[config.mk]
export PLATFORM = sky130hd
export DESIGN_NAME = opc_prefetch
export DESIGN_NICKNAME = d
export VERILOG_FILES = /design/src/rtl/cpu_pkg.sv /design/src/rtl/opc_fifo.sv /design/src/rtl/opc_prefetch.sv
export SDC_FILE = /design/constraint.sdc
export NUM_CORES = 1
export LEC_CHECK = 0
export BUFFER_PORTS_ARGS = -buffer_cell sky130_fd_sc_hd__buf_2
export CORE_AREA = 2 2 94 164
export CTS_CLUSTER_DIAMETER = 200
export DETAILED_ROUTE_END_ITERATION = 16
export DIE_AREA = 0 0 96 166
export PLACE_DENSITY = 0.59
export SLEW_MARGIN = 20
export SYNTH_ARGS = -nofsm -noshare
export SYNTH_HDL_FRONTEND = slang
export SYNTH_SLANG_ARGS = --single-unit
[constraint.sdc]
create_clock -name m_clock -period 4.25 [get_ports m_clock]
set_clock_uncertainty 0.15 [all_clocks]
set_input_delay 0.85 -clock m_clock [delete_from_list [all_inputs] [get_ports m_clock]]
set_output_delay 0.85 -clock m_clock [all_outputs]
set_load 0.05 [all_outputs]
[src/rtl/cpu_pkg.sv]
// rtl/cpu_pkg.sv - shared VM1 core constants, fetch state encoding and fetch entry layout
package cpu_pkg;

    localparam int WORD = 16;
    localparam logic [WORD-1:0] VM1_RESET_PC = 16'o100000;

    typedef enum logic [1:0] {
        IDLE = 2'd0,
        REQ  = 2'd1,
        DROP = 2'd2
    } fetch_state_t;

    typedef struct packed {
        logic [WORD-1:0] opc;
        logic [WORD-1:0] pc;
    } fetch_entry_t;

    function automatic logic [WORD-1:0] word_align(input logic [WORD-1:0] addr);
        return {addr[WORD-1:1], 1'b0};
    endfunction

endpackage

[src/rtl/opc_fifo.sv]
// rtl/opc_fifo.sv - small ring-buffer FIFO holding fetched {opc, pc} entries
module opc_fifo #(
    parameter int DEPTH = 2,
    parameter int WIDTH = 32,
    localparam int AW = $clog2(DEPTH),
    localparam int CW = $clog2(DEPTH + 1)
) (
    input  logic             m_clock,
    input  logic             p_reset,
    input  logic             push,
    input  logic             pop,
    input  logic             clear,
    input  logic [WIDTH-1:0] din,
    output logic [WIDTH-1:0] dout,
    output logic [CW-1:0]    count,
    output logic             empty,
    output logic             full
);

    logic [WIDTH-1:0] mem [DEPTH];
    logic [AW-1:0]    wr_ptr;
    logic [AW-1:0]    rd_ptr;
    logic             do_push;
    logic             do_pop;

    assign empty   = (count == '0);
    assign full    = (count == CW'(DEPTH));
    assign do_pop  = pop && !empty;
    // A push into a full FIFO is accepted only when the head leaves in the same cycle
    assign do_push = push && (!full || do_pop);
    assign dout    = mem[rd_ptr];

    always_ff @(posedge m_clock) begin
        if (do_push && !clear) begin
            mem[wr_ptr] <= din;
        end
    end

    always_ff @(posedge m_clock or negedge p_reset) begin
        if (!p_reset) begin
            wr_ptr <= '0;
            rd_ptr <= '0;
            count  <= '0;
        end else if (clear) begin
            wr_ptr <= '0;
            rd_ptr <= '0;
            count  <= '0;
        end else begin
            if (do_push) begin
                wr_ptr <= wr_ptr + AW'(1);
            end
            if (do_pop) begin
                rd_ptr <= rd_ptr + AW'(1);
            end
            case ({do_push, do_pop})
                2'b10:   count <= count + CW'(1);
                2'b01:   count <= count - CW'(1);
                default: count <= count;
            endcase
        end
    end

endmodule

[src/rtl/opc_prefetch.sv]
// rtl/opc_prefetch.sv - VM1 instruction prefetch: bus fetch FSM, fetch PC, fault capture, opcode queue
module opc_prefetch
    import cpu_pkg::*;
#(
    parameter int              DEPTH    = 2,
    parameter logic [WORD-1:0] RESET_PC = VM1_RESET_PC
) (
    input  logic            m_clock,
    input  logic            p_reset,
    input  logic            fetch_en,
    input  logic            flush,
    input  logic [WORD-1:0] flush_pc,
    output logic            bus_req,
    output logic [WORD-1:0] bus_addr,
    input  logic            bus_ack,
    input  logic            bus_err,
    input  logic [WORD-1:0] bus_din,
    output logic [WORD-1:0] idc_opc,
    output logic [WORD-1:0] opc_pc,
    output logic            opc_valid,
    input  logic            opc_take,
    output logic            fetch_fault,
    output logic [WORD-1:0] fault_pc
);

    localparam int CW = $clog2(DEPTH + 1);

    fetch_state_t    state;
    fetch_state_t    state_next;
    logic [WORD-1:0] fpc;
    logic            issue;
    logic            push;
    logic            pop;
    logic            fault_set;
    logic [CW-1:0]   count;
    logic            empty;
    logic            full;
    logic [2*WORD-1:0] fifo_dout;
    fetch_entry_t    head;
    fetch_entry_t    hold;
    fetch_entry_t    entry_in;

    // Nothing is in flight while IDLE, so room in the queue is simply "not full"
    assign issue = (state == IDLE) && fetch_en && !fetch_fault && !flush && !full;
    assign pop   = opc_take && !flush;

    always_ff @(posedge m_clock or negedge p_reset) begin
        if (!p_reset) begin
            state <= IDLE;
        end else begin
            state <= state_next;
        end
    end

    always_comb begin
        state_next = state;
        case (state)
            IDLE: begin
                if (issue) begin
                    state_next = REQ;
                end
            end
            REQ: begin
                if (bus_ack || bus_err) begin
                    state_next = IDLE;
                end else if (flush) begin
                    state_next = DROP;
                end
            end
            DROP: begin
                if (bus_ack || bus_err) begin
                    state_next = IDLE;
                end
            end
            default: state_next = IDLE;
        endcase
    end

    // A request is never withdrawn: DROP keeps bus_req high and just discards the result
    always_comb begin
        bus_req   = (state == REQ) || (state == DROP);
        push      = (state == REQ) && bus_ack && !bus_err && !flush;
        fault_set = (state == REQ) && bus_err && !flush;
    end

    always_ff @(posedge m_clock or negedge p_reset) begin
        if (!p_reset) begin
            fpc         <= RESET_PC;
            bus_addr    <= RESET_PC;
            fetch_fault <= 1'b0;
            fault_pc    <= '0;
            hold        <= '0;
        end else begin
            if (issue) begin
                bus_addr <= fpc;
            end
            if (flush) begin
                fpc <= word_align(flush_pc);
            end else if (push) begin
                fpc <= fpc + WORD'(2);
            end
            if (flush) begin
                fetch_fault <= 1'b0;
            end else if (fault_set) begin
                fetch_fault <= 1'b1;
                fault_pc    <= bus_addr;
            end
            if (!empty) begin
                hold <= head;
            end
        end
    end

    always_comb begin
        entry_in     = '0;
        entry_in.opc = bus_din;
        entry_in.pc  = bus_addr;
    end

    opc_fifo #(
        .DEPTH (DEPTH),
        .WIDTH (2 * WORD)
    ) u_fifo (
        .m_clock (m_clock),
        .p_reset (p_reset),
        .push    (push),
        .pop     (pop),
        .clear   (flush),
        .din     (entry_in),
        .dout    (fifo_dout),
        .count   (count),
        .empty   (empty),
        .full    (full)
    );

    assign head      = fetch_entry_t'(fifo_dout);
    assign opc_valid = (count != '0);
    // The decoder-facing word keeps its last value while the queue is empty
    assign idc_opc   = empty ? hold.opc : head.opc;
    assign opc_pc    = empty ? hold.pc  : head.pc;

endmodule
==> results of run 1 <==
[synth_stat cells, types with 4 or more instances]
library cell,n
ha_1,5
nand2_1,21
nor2_1,42
xor2_1,6
mux2i_1,34
buf_2,6
nor4_1,5
xnor2_1,5
nand3_1,5
dfrtp_1,81
edfxtp_1,62
nor3_1,4
a21oi_1,32
buf_1,6
o21ai_0,13
mux2_2,33
inv_1,4
clkbuf_1,6
[layout make-up]
cell class,instances,area [µm²]
clock buffer,17,425
clock inverter,15,174
fill,1342,7690
inverter,4,15.0
multi-input combinational,238,1690
sequential,145,3940
tap,183,229
timing repair buffer,104,531
[flip-flops by register name, indices dropped and copies added (netlist names)]
register,count
u_fifo.mem,62
u_fifo.rd_ptr,1
bus_addr,15
state,2
hold,31
u_fifo.count,2
fault_pc,15
fetch_fault,1
u_fifo.wr_ptr,1
fpc,15
[through the flow]
| step | hold WS, ns | instances | area (µm²) | total power, mW | worst slack, ns |
|---|---|---|---|---|---|
| 2_1_floorplan | 0.350 | 409 | 5750 | 3.67 | 0.0725 |
| 3_3_place_gp | 0.335 | 674 | 6400 | 4.15 | 1.00 |
| 3_5_place_dp | 0.340 | 674 | 6400 | 4.20 | 0.957 |
| 4_1_cts | 0.353 | 706 | 7000 | 5.71 | 0.727 |
| 5_1_grt | 0.379 | 706 | 7000 | 5.92 | 0.567 |
| 6_report | 0.350 | 706 | 7000 | 5.64 | 0.785 |
[metal layers]
metal,track usage [%],share of wire [%]
met1,17.9,38
met5,0,0
met3,4.08,3.9
met2,27.5,56
met4,7.27,2.3
[final timing paths]
path                                             start                           to  slack [ns]  cells past startpoint
max                        u_fifo.count[1]$_DFFE_PN0P_                   opc_pc[12]        0.78                      5
min                           fault_pc[10]$_DFFE_PN0P_     fault_pc[10]$_DFFE_PN0P_        0.35                      1
max reg2reg                       state[1]$_DFFE_PN0P_  u_fifo.mem[1][18]$_DFFE_PP_        1.54                      5
min reg2reg                   fault_pc[10]$_DFFE_PN0P_     fault_pc[10]$_DFFE_PN0P_        0.35                      1
max in group asynchronous                      p_reset         state[0]$_DFFE_PN0P_        2.74                      2
min in group asynchronous                      p_reset         hold[19]$_DFFE_PN0N_        0.39                      1
[cells by family (layout without fill, tap and decap cells)]
kind of cell	after synthesis	count (layout)	synth area share, %
other	1	3	0.0654
adders and majority gates	5	5	1.09
muxes	67	67	12.4
buffers and inverters	26	140	2.16
xor gates and xnor gates	11	11	1.68
and+or+nand+nor	98	98	8.66
DFF	145	145	68.7
AOI/OAI and AO/OA	54	54	5.26
[power by group through the flow]
stage	Sequential (mW)	Clock (mW)	Combinational, mW
floorplan	2.52	0	1.15
global placement	2.09	0	2.06
global route	2.13	1.60	2.18
CTS	2.08	1.53	2.09
finish	2.08	1.49	2.07
detailed placement	2.11	0	2.09
==> summary.md, run 1 <==
| Metric | Value |
|---|---|
| Status | `finished clean` |
| CTS Hold Buffers Added | `0` |
| Sequential element share of the synthesized area | `a little under 70%` |
| GRT Total Usage | `15.9%` |
| CTS buffer count | `17` |
| Cell area after synthesis | `around 5700 µm²` |
| Synth Flop Type | `dfrtp_1` |
| Final min period | `between 3 and 4 ns` |
| Share of total power in combinational logic | `36.7%` |
| Row Count | `59` |
| Core area | `around 15000 µm²` |
| P_sw | `about 2.4 mW` |
| Total die area | `between 15000 and 20000 µm²` |
| CP max stage delay | `around 0.66 ns` |
| Port buffer count | `between 100 and 150` |
| Wire per inst | `16.8 µm` |
| Syn_area_per_cell | `about 14 µm²` |
| First-pass GRT wire length | `around 19000 µm` |
| Crit path DAT | `between 2 and 2.5 ns` |
| Clock power share | `between 20% and 30%` |
| Most common cell after layout, fill and taps aside | `buf_2` |
| Maxcap violations | `0` |
| DR pass1 iterations | `5` |
| # H-tree levels | `4` |
| CTS sink count | `around 150` |
| Most frequent cells in the layout | `buf_2 (100), dfrtp_1 (80), edfxtp_1 (62)` |
| Flop pwr share | `~37%` |
| Net count, final | `approximately 550` |
| Fin Setup TNS | `0 ns` |
| Switch share | `a little over two fifths` |
| Detailed Route WL | `between 10000 and 15000 µm` |
| Final GP Congestion | `0.856` |
| Crit path max fanout | `41` |
| Req. time, crit path | `approximately 3.3 ns` |
| P per Cell Area | `805 nW/µm²` |
| CP max-delay cell | `or2_2` |
| Actual slew at the worst max-slew pin | `about 1 ns` |
| Post-synth EDFFs | `62` |
| # DRC | `0` |
| Critical path class | `register to output port` |
| Final Hold Viols | `0` |
| Core Util, Final | `a little under half` |
| Setup bufs post-CTS | `0` |
| Post-synth cell types | `44` |
| Starting DRC count in detailed routing | `around 120` |
| Hold Crit Class | `register to register` |
| Fmax | `approximately 290 MHz` |
| Top Family by Delay on Critical Path | `simple AND/OR/NAND/NOR gates` |
| I/O Pins | `106` |
| Yosys top cell area share | `a little over a third` |
| Clock latency on the worst-skew pair | `just over 0.4 ns` |
| Fin crit share | `about 82%` |
| RSZ-0062 raised after global routing | `no` |
| Ys async rst share | `between 50% and 60%` |
| Total grt overflow | `0` |
| Dpl hpwl | `7970 µm` |
| Synth warn | `0` |
| Max VDD drop | `0.435 mV` |
| Cts repair resizes | `0` |
| Worst Path Buf+Inv | `2` |
| Clk pin slew, worst setup/hold paths | `approximately 0.060 ns` |
| Die Height | `roughly 170 µm` |
| Cell chosen for the clock root | `clkbuf_16` |
| Slew HR | `33.2%` |
| Ant diodes | `0` |
| Pint | `between 3 and 4 mW` |
| Share of cells above drive strength 1 | `between 30% and 40%` |
| Initial antenna violation count | `0` |
| Vias per cell | `5.00` |
| Final setup violation count | `0` |
| Area Growth Syn to Fin | `22.0%` |
| Post-DRT Antenna Nets | `0` |
| Synth Instances | `407` |
| Synthesized flop and latch total | `145` |
| TritonCTS clock tree | `yes` |
| Crit path capture type | `output port` |
| Vias in the first global route | `about 3.8k` |
| Leakage | `between 2 and 3 nW` |
| DR vias | `between 3k and 4k` |
| Effective utilization at floorplan | `39.1%` |
| Die Span X | `96 µm` |
| Max-slew violation count | `0` |
| Post-synth top area cell | `dfrtp_1` |
| Crit-path cells | `or2_2 > buf_4 > nor2_1 > a21oi_1 > buf_2` |
| Synth top area cells | `dfrtp_1 (35%), edfxtp_1 (32%), mux2_2 (6.5%), mux2i_1 (5.9%), a21oi_1 (2.8%)` |
| Largest net degree at the start of global routing | `between 60 and 70` |
| Worst setup SP type | `register` |
| Clock Tree Buf Depth | `2` |
(Power assumes the default switching activity.)
==> run 2, diff against run 1 <==
Clock period 4.25 ns to 3.2 ns, I/O delays scaled along.
==> summary.md, run 2 (synthesis results as in run 1) <==
| Metric | Value |
|---|---|
| Dpl hpwl | `8420 µm (+5.6%)` |
| Setup bufs post-CTS | `0 (unchanged)` |
| P per Cell Area | `1070 nW/µm² (+32%)` |
| Row Count | `59 (unchanged)` |
| Final min period | `2.75 ns` |
| Area Growth Syn to Fin | `24.6%` |
| Max reg flops | `62 (unchanged)` |
| WHS | `0.00228 ns (-0.347 ns)` |
| # H-tree levels | `4 (unchanged)` |
| Max VDD drop | `0.559 mV (+28%)` |
| Crit path max fanout | `64 (+56%)` |
| CTS sink count | `145 (unchanged)` |
| Flop pwr share | `36.2% (-0.6 points)` |
| Fin crit share | `between 80% and 90%` |
| Crit path DAT | `1.96 ns (-0.51 ns)` |
| I/O Pins | `106 (unchanged)` |
| Slack of the critical path | `0.447 ns (-0.338 ns)` |
| Most frequent cells in the layout | `buf_2 (100), dfrtp_1 (80), edfxtp_1 (62)` |
| Most common cell after layout, fill and taps aside | `buf_2` |
| Clock latency on the worst-skew pair | `0.41 ns (about the same)` |
| Worst setup SP type | `register` |
| Leakage | `2.90 nW (+2.4%)` |
| Setup WS pre-CTS | `0.834 ns (-0.123 ns)` |
| Pint | `4.48 mW (+38%)` |
| Vias per cell | `4.88 (-2.3%)` |
| Maxcap violations | `0 (unchanged)` |
| Effective utilization at floorplan | `39.1% (unchanged)` |
| Vias in the first global route | `3825 (+0.39%)` |
| Cell chosen for the clock root | `clkbuf_16` |
| Share of cells above drive strength 1 | `35.3% (+0.86 points)` |
| DR vias | `3496 (-0.88%)` |
| Final Hold Viols | `0 (unchanged)` |
| Total die area | `15900 µm² (unchanged)` |
| Wire per inst | `16.9 µm (+0.67%)` |
| Final GP Congestion | `0.802 (-6.3%)` |
| Die Height | `166 µm (unchanged)` |
| CTS Hold Buffers Added | `0 (unchanged)` |
| Fmax | `~360 MHz` |
| Clk pin slew, worst setup/hold paths | `0.06 ns (about the same)` |
| Port buffer count | `101 (unchanged)` |
| Share of total power in combinational logic | `36.5% (-0.2 points)` |
| Core area | `14700 µm² (unchanged)` |
| Starting DRC count in detailed routing | `107 (-7.0%)` |
| Total grt overflow | `0 (unchanged)` |
| First-pass GRT wire length | `19500 µm (+1.1%)` |
| Status | `finished clean` |
| Ant diodes | `0 (unchanged)` |
| Clock Tree Buf Depth | `2 (unchanged)` |
| TritonCTS clock tree | `yes` |
| Post-DRT Antenna Nets | `0 (unchanged)` |
| Hold Crit Class | `input pin to asynchronous set/reset pin` |
| Critical path class | `register to output port` |
| CTS buffer count | `17 (unchanged)` |
| Net count, final | `564 (+1.8%)` |
| Req. time, crit path | `2.41 ns (-0.84 ns)` |
| Non-Filler Instances | `716 (+1.4%)` |
| Crit path capture type | `output port` |
| Placed Cells | `684 (+1.5%)` |
| Largest Register | `u_fifo.mem` |
| Tot Pwr | `7.62 mW (+35%)` |
| Max-slew violation count | `0 (unchanged)` |
| Initial antenna violation count | `0 (unchanged)` |
| DR pass1 iterations | `4 (-1)` |
| Detailed Route WL | `12100 µm (+2.1%)` |
| Die Span X | `96 µm (unchanged)` |
| GRT Total Usage | `16.3% (+0.40 points)` |
| # DRC | `0 (unchanged)` |
| Clock power share | `27.3% (+0.8 points)` |
| Cts repair resizes | `0 (unchanged)` |
| Final setup violation count | `0 (unchanged)` |
| RSZ-0062 raised after global routing | `no` |
| Largest net degree at the start of global routing | `65 (+3.2%)` |
| P_sw | `3.14 mW (+31%)` |
| Switch share | `41.3% (-1.2 points)` |
| Fin Setup TNS | `0 ns (unchanged)` |
| Largest registers | `u_fifo.mem (62), hold (31)` |
==> run 2: worst paths after layout <==
path                                              from  depth (start not counted)                          end  slack, ns
max                        u_fifo.count[1]$_DFFE_PN0P_                          4                   opc_pc[12]       0.45
max in group asynchronous                      p_reset                          2      fault_pc[9]$_DFFE_PN0P_       2.21
min in group m_clock                       bus_din[12]                          1  u_fifo.mem[0][28]$_DFFE_PP_       0.26
min                                            p_reset                          1      fault_pc[3]$_DFFE_PN0P_      0.002
min reg2reg                    fault_pc[1]$_DFFE_PN0P_                          1      fault_pc[1]$_DFFE_PN0P_       0.35
max reg2reg                       state[1]$_DFFE_PN0P_                          5  u_fifo.mem[0][21]$_DFFE_PP_       1.07
==> run 2: power groups by stage <==
stage	sequential (mW)	combinational, mW	clock (mW)
final	2.76	2.78	2.08
after global routing	2.82	2.93	2.21
after CTS	2.77	2.81	2.13
after detailed placement	2.80	2.81	0
after global placement	2.77	2.76	0
after floorplan	3.35	1.52	0
==> run 2: area by class of cell <==
| class | count | area [µm²] |
|---|---|---|
| tap | 183 | 229 |
| timing repair buffer | 114 | 643 |
| fill | 1335 | 7540 |
| inverter | 4 | 15.0 |
| multi-input combinational | 238 | 1690 |
| clock buffer | 19 | 443 |
| sequential | 145 | 3940 |
| clock inverter | 13 | 185 |
==> run 2: critical path, cell delays in order, from the launching register on <==
cell,delay (ns)
dfrtp_1,0.44
or2_2,0.34
buf_12,0.21
a21oi_1,0.24
buf_2,0.31
==> run 2: layer usage <==
layer  part of all wire, %  up-vias  global-route usage, %  wire [µm]
met1                    38     1711                   17.4       4590
li1                      -     1691                      -          -
met2                    56       73                   29.3       6830
met5                     0        -                      0          0
met3                   3.2       21                   3.68        390
met4                   2.3        0                   7.89        277
==> run 2: stage by stage <==
stage          area (µm²)  utilization [%]
5_1_grt              7150             48.7
2_1_floorplan        5750                -
3_5_place_dp         6520             44.4
4_1_cts              7150             48.7
3_3_place_gp         6520             44.4
6_report             7150             48.7
==> run 3, diff against run 2 <==
==> constraint.sdc (replaced) <==
create_clock -name m_clock -period 3.2 [get_ports m_clock]
set_clock_uncertainty 0.15 [all_clocks]
set_input_delay 0.16 -clock m_clock [delete_from_list [all_inputs] [get_ports m_clock]]
set_output_delay 0.16 -clock m_clock [all_outputs]
set_load 0.05 [all_outputs]
==> summary.md, run 3 (synthesis results as in run 1) <==
| Metric | Value |
|---|---|
| CP max stage delay | `0.65 ns (+0.21 ns)` |
| Register Area | `3940 µm² (unchanged)` |
| Top Family by Delay on Critical Path | `simple AND/OR/NAND/NOR gates` |
| RSZ-0062 raised after global routing | `no` |
| Crit path max fanout | `39 (-39%)` |
| Wire per inst | `16.4 µm (-2.9%)` |
| Fin Setup TNS | `0 ns (unchanged)` |
| Clock latency on the worst-skew pair | `0.41 ns (about the same)` |
| Total die area | `15900 µm² (unchanged)` |
| WHS | `0.107 ns (+0.105 ns)` |
| TritonCTS clock tree | `yes` |
| Placed inst area | `6470 µm² (-0.81%)` |
| Crit path DAT | `2.45 ns (+0.49 ns)` |
| Largest registers | `u_fifo.mem (62), hold (31)` |
| Final setup violation count | `0 (unchanged)` |
| Core area | `14700 µm² (unchanged)` |
| Most common cell after layout, fill and taps aside | `buf_2` |
| CP max-delay cell | `or2_2` |
| CP Depth | `5 (+1)` |
| Fin crit share | `86.1% (about the same)` |
| Die Height | `166 µm (unchanged)` |
| Crit path capture type | `output port` |
| Min-Delay Endpoint | `fpc[15]$_DFFE_PN1N_` |
| Vias in the first global route | `4070 (+6.4%)` |
| Final GP Congestion | `0.746 (-7.0%)` |
| Worst setup SP type | `register` |
| Max reg flops | `62 (unchanged)` |
| Status | `finished clean` |
| Net count, final | `597 (+5.9%)` |
| R2r endpoint | `u_fifo.mem[1][20]$_DFFE_PP_` |
| Post-DRT Antenna Nets | `0 (unchanged)` |
| Crit-path cells | `or2_2 > buf_4 > nor2_1 > a21oi_1 > buf_2` |
| Largest Register | `u_fifo.mem` |
| Non-Filler Instances | `749 (+4.6%)` |
| Max VDD drop | `0.542 mV (-3.1%)` |
| Wire length on met1 | `4600 µm (about the same)` |
| CTS Hold Buffers Added | `35 (+35)` |
| Die Span X | `96 µm (unchanged)` |
| Routed wl met3 | `437 µm (+12%)` |
| Hold Crit Class | `input pin to register` |
| Dpl hpwl | `8240 µm (-2.2%)` |
| Total grt overflow | `0 (unchanged)` |
| Setup bufs post-CTS | `0 (unchanged)` |
| Share of cells above drive strength 1 | `32.9% (-2.4 points)` |
| Largest net degree at the start of global routing | `78 (+20%)` |
| DR pass1 iterations | `4 (unchanged)` |
| Maxcap violations | `0 (unchanged)` |
| Placed Cells | `682 (-0.29%)` |
| Cell chosen for the clock root | `clkbuf_16` |
| Critical path class | `register to output port` |
| Cts repair resizes | `0 (unchanged)` |
| Detailed Route WL | `12300 µm (+1.6%)` |
| Fmax | `363 MHz (about the same)` |
| Area Growth Syn to Fin | `30.1%` |
| Filler cell count | `1273 (-4.6%)` |
| Clk pin slew, worst setup/hold paths | `0.06 ns (about the same)` |
| Effective utilization at floorplan | `39.1% (unchanged)` |
| Setup WS pre-CTS | `0.881 ns (+0.0480 ns)` |
| I/O Pins | `106 (unchanged)` |
| First-pass GRT wire length | `20200 µm (+3.5%)` |
| Final Hold Viols | `0 (unchanged)` |
| # DRC | `0 (unchanged)` |
| CTS sink count | `145 (unchanged)` |
| DR WL met2 | `6860 µm (+0.53%)` |
| Vias per cell | `4.93 (+0.87%)` |
| Req. time, crit path | `2.89 ns (+0.48 ns)` |
| Most frequent cells in the layout | `buf_2 (100), dfrtp_1 (80), edfxtp_1 (62)` |
| Starting DRC count in detailed routing | `79 (-26%)` |
| Slack of the critical path | `0.445 ns (-0.00247 ns)` |
| DR vias | `3689 (+5.5%)` |
| P per Cell Area | `1030 nW/µm² (-3.2%)` |
| Hold Crit Depth | `3` |
| Register-to-Register Path Depth | `7 (+2)` |
| Initial antenna violation count | `0 (unchanged)` |
| GRT Total Usage | `16.7% (+0.42 points)` |
| Clock Tree Buf Depth | `2 (unchanged)` |
| R2R Setup Slk | `0.89 ns (-0.18 ns)` |
| Design area | `7470 µm² (+4.4%)` |
| Port buffer count | `101 (unchanged)` |
| Leakage | `3.04 nW (+4.6%)` |
| Max-slew violation count | `0 (unchanged)` |
| Worst Path Buf+Inv | `2 (unchanged)` |
| Slew HR | `around 44%` |
| Footprint of the multi-input gates | `1690 µm² (unchanged)` |
| Final min period | `2.76 ns (+0.00247 ns)` |
| CTS buffer count | `17 (unchanged)` |
| Row Count | `59 (unchanged)` |
| Ant diodes | `0 (unchanged)` |
| Actual slew at the worst max-slew pin | `0.836 ns` |
| Min-delay src | `flush` |
| Top sig layer | `met4` |
| Reg2reg start | `state[1]$_DFFE_PN0P_` |
| # H-tree levels | `4 (unchanged)` |
run 3: changes by cell type in the layout (fill, tap and decap cells not counted), sizes merged:
cell	previous run	this run
clkinv	7	5
dlygate4sd3	0	35
buf	114	112
bufinv	4	5
clkinvlp	1	2
run 3: layout make-up:
class                   instances  share of cell area (%)
clock inverters                13                    2.82
well taps                     183                    3.07
flip-flops and latches        145                    52.8
inverters                       4                   0.201
multi-input cells             238                    22.7
repair buffers                147                    12.7
clock buffers                  19                    5.80
run 3: metal layers:
| metal | up-vias | track usage [%] |
|---|---|---|
| met5 | - | 0 |
| met4 | 0 | 8.88 |
| met3 | 23 | 3.22 |
| met2 | 87 | 30.4 |
| met1 | 1822 | 17.4 |
| li1 | 1757 | - |
run 3: how the worst max path moves through the flow:
stage	startpoint	end	slack, ns
global placement	state[1]$_DFFE_PN0P_	u_fifo.mem[1][23]$_DFFE_PP_	0.95
finish	u_fifo.count[1]$_DFFE_PN0P_	opc_pc[12]	0.44
floorplan	state[1]$_DFFE_PN0P_	u_fifo.mem[0][10]$_DFFE_PP_	0.36
detailed placement	state[1]$_DFFE_PN0P_	u_fifo.mem[1][13]$_DFFE_PP_	0.88
CTS	u_fifo.count[1]$_DFFE_PN0P_	opc_pc[12]	0.47
global route	u_fifo.count[1]$_DFFE_PN0P_	opc_pc[12]	0.25
run 3: power by group:
part	leakage [nW]	internal [mW]	switching, mW
clock network	0.308	1.39	0.749
registers	1.55	2.46	0.301
logic	1.18	0.707	2.10
total	3.04	4.55	3.15
run 3: metrics by stage:
| step | util [%] | power [mW] |
|---|---|---|
| floorplan | - | 4.87 |
| global placement | 44.0 | 5.53 |
| detailed placement | 44.0 | 5.60 |
| CTS | 50.8 | 7.79 |
| global route | 50.8 | 8.06 |
| finish | 50.8 | 7.70 |
run 3: worst register-to-register path, delay by kind of cell (launching register included):
kind,cells,cell delay (ns)
buf+inv,3,0.70
simple gates,3,0.41
flops,1,0.40
fa+ha+maj,1,0.28
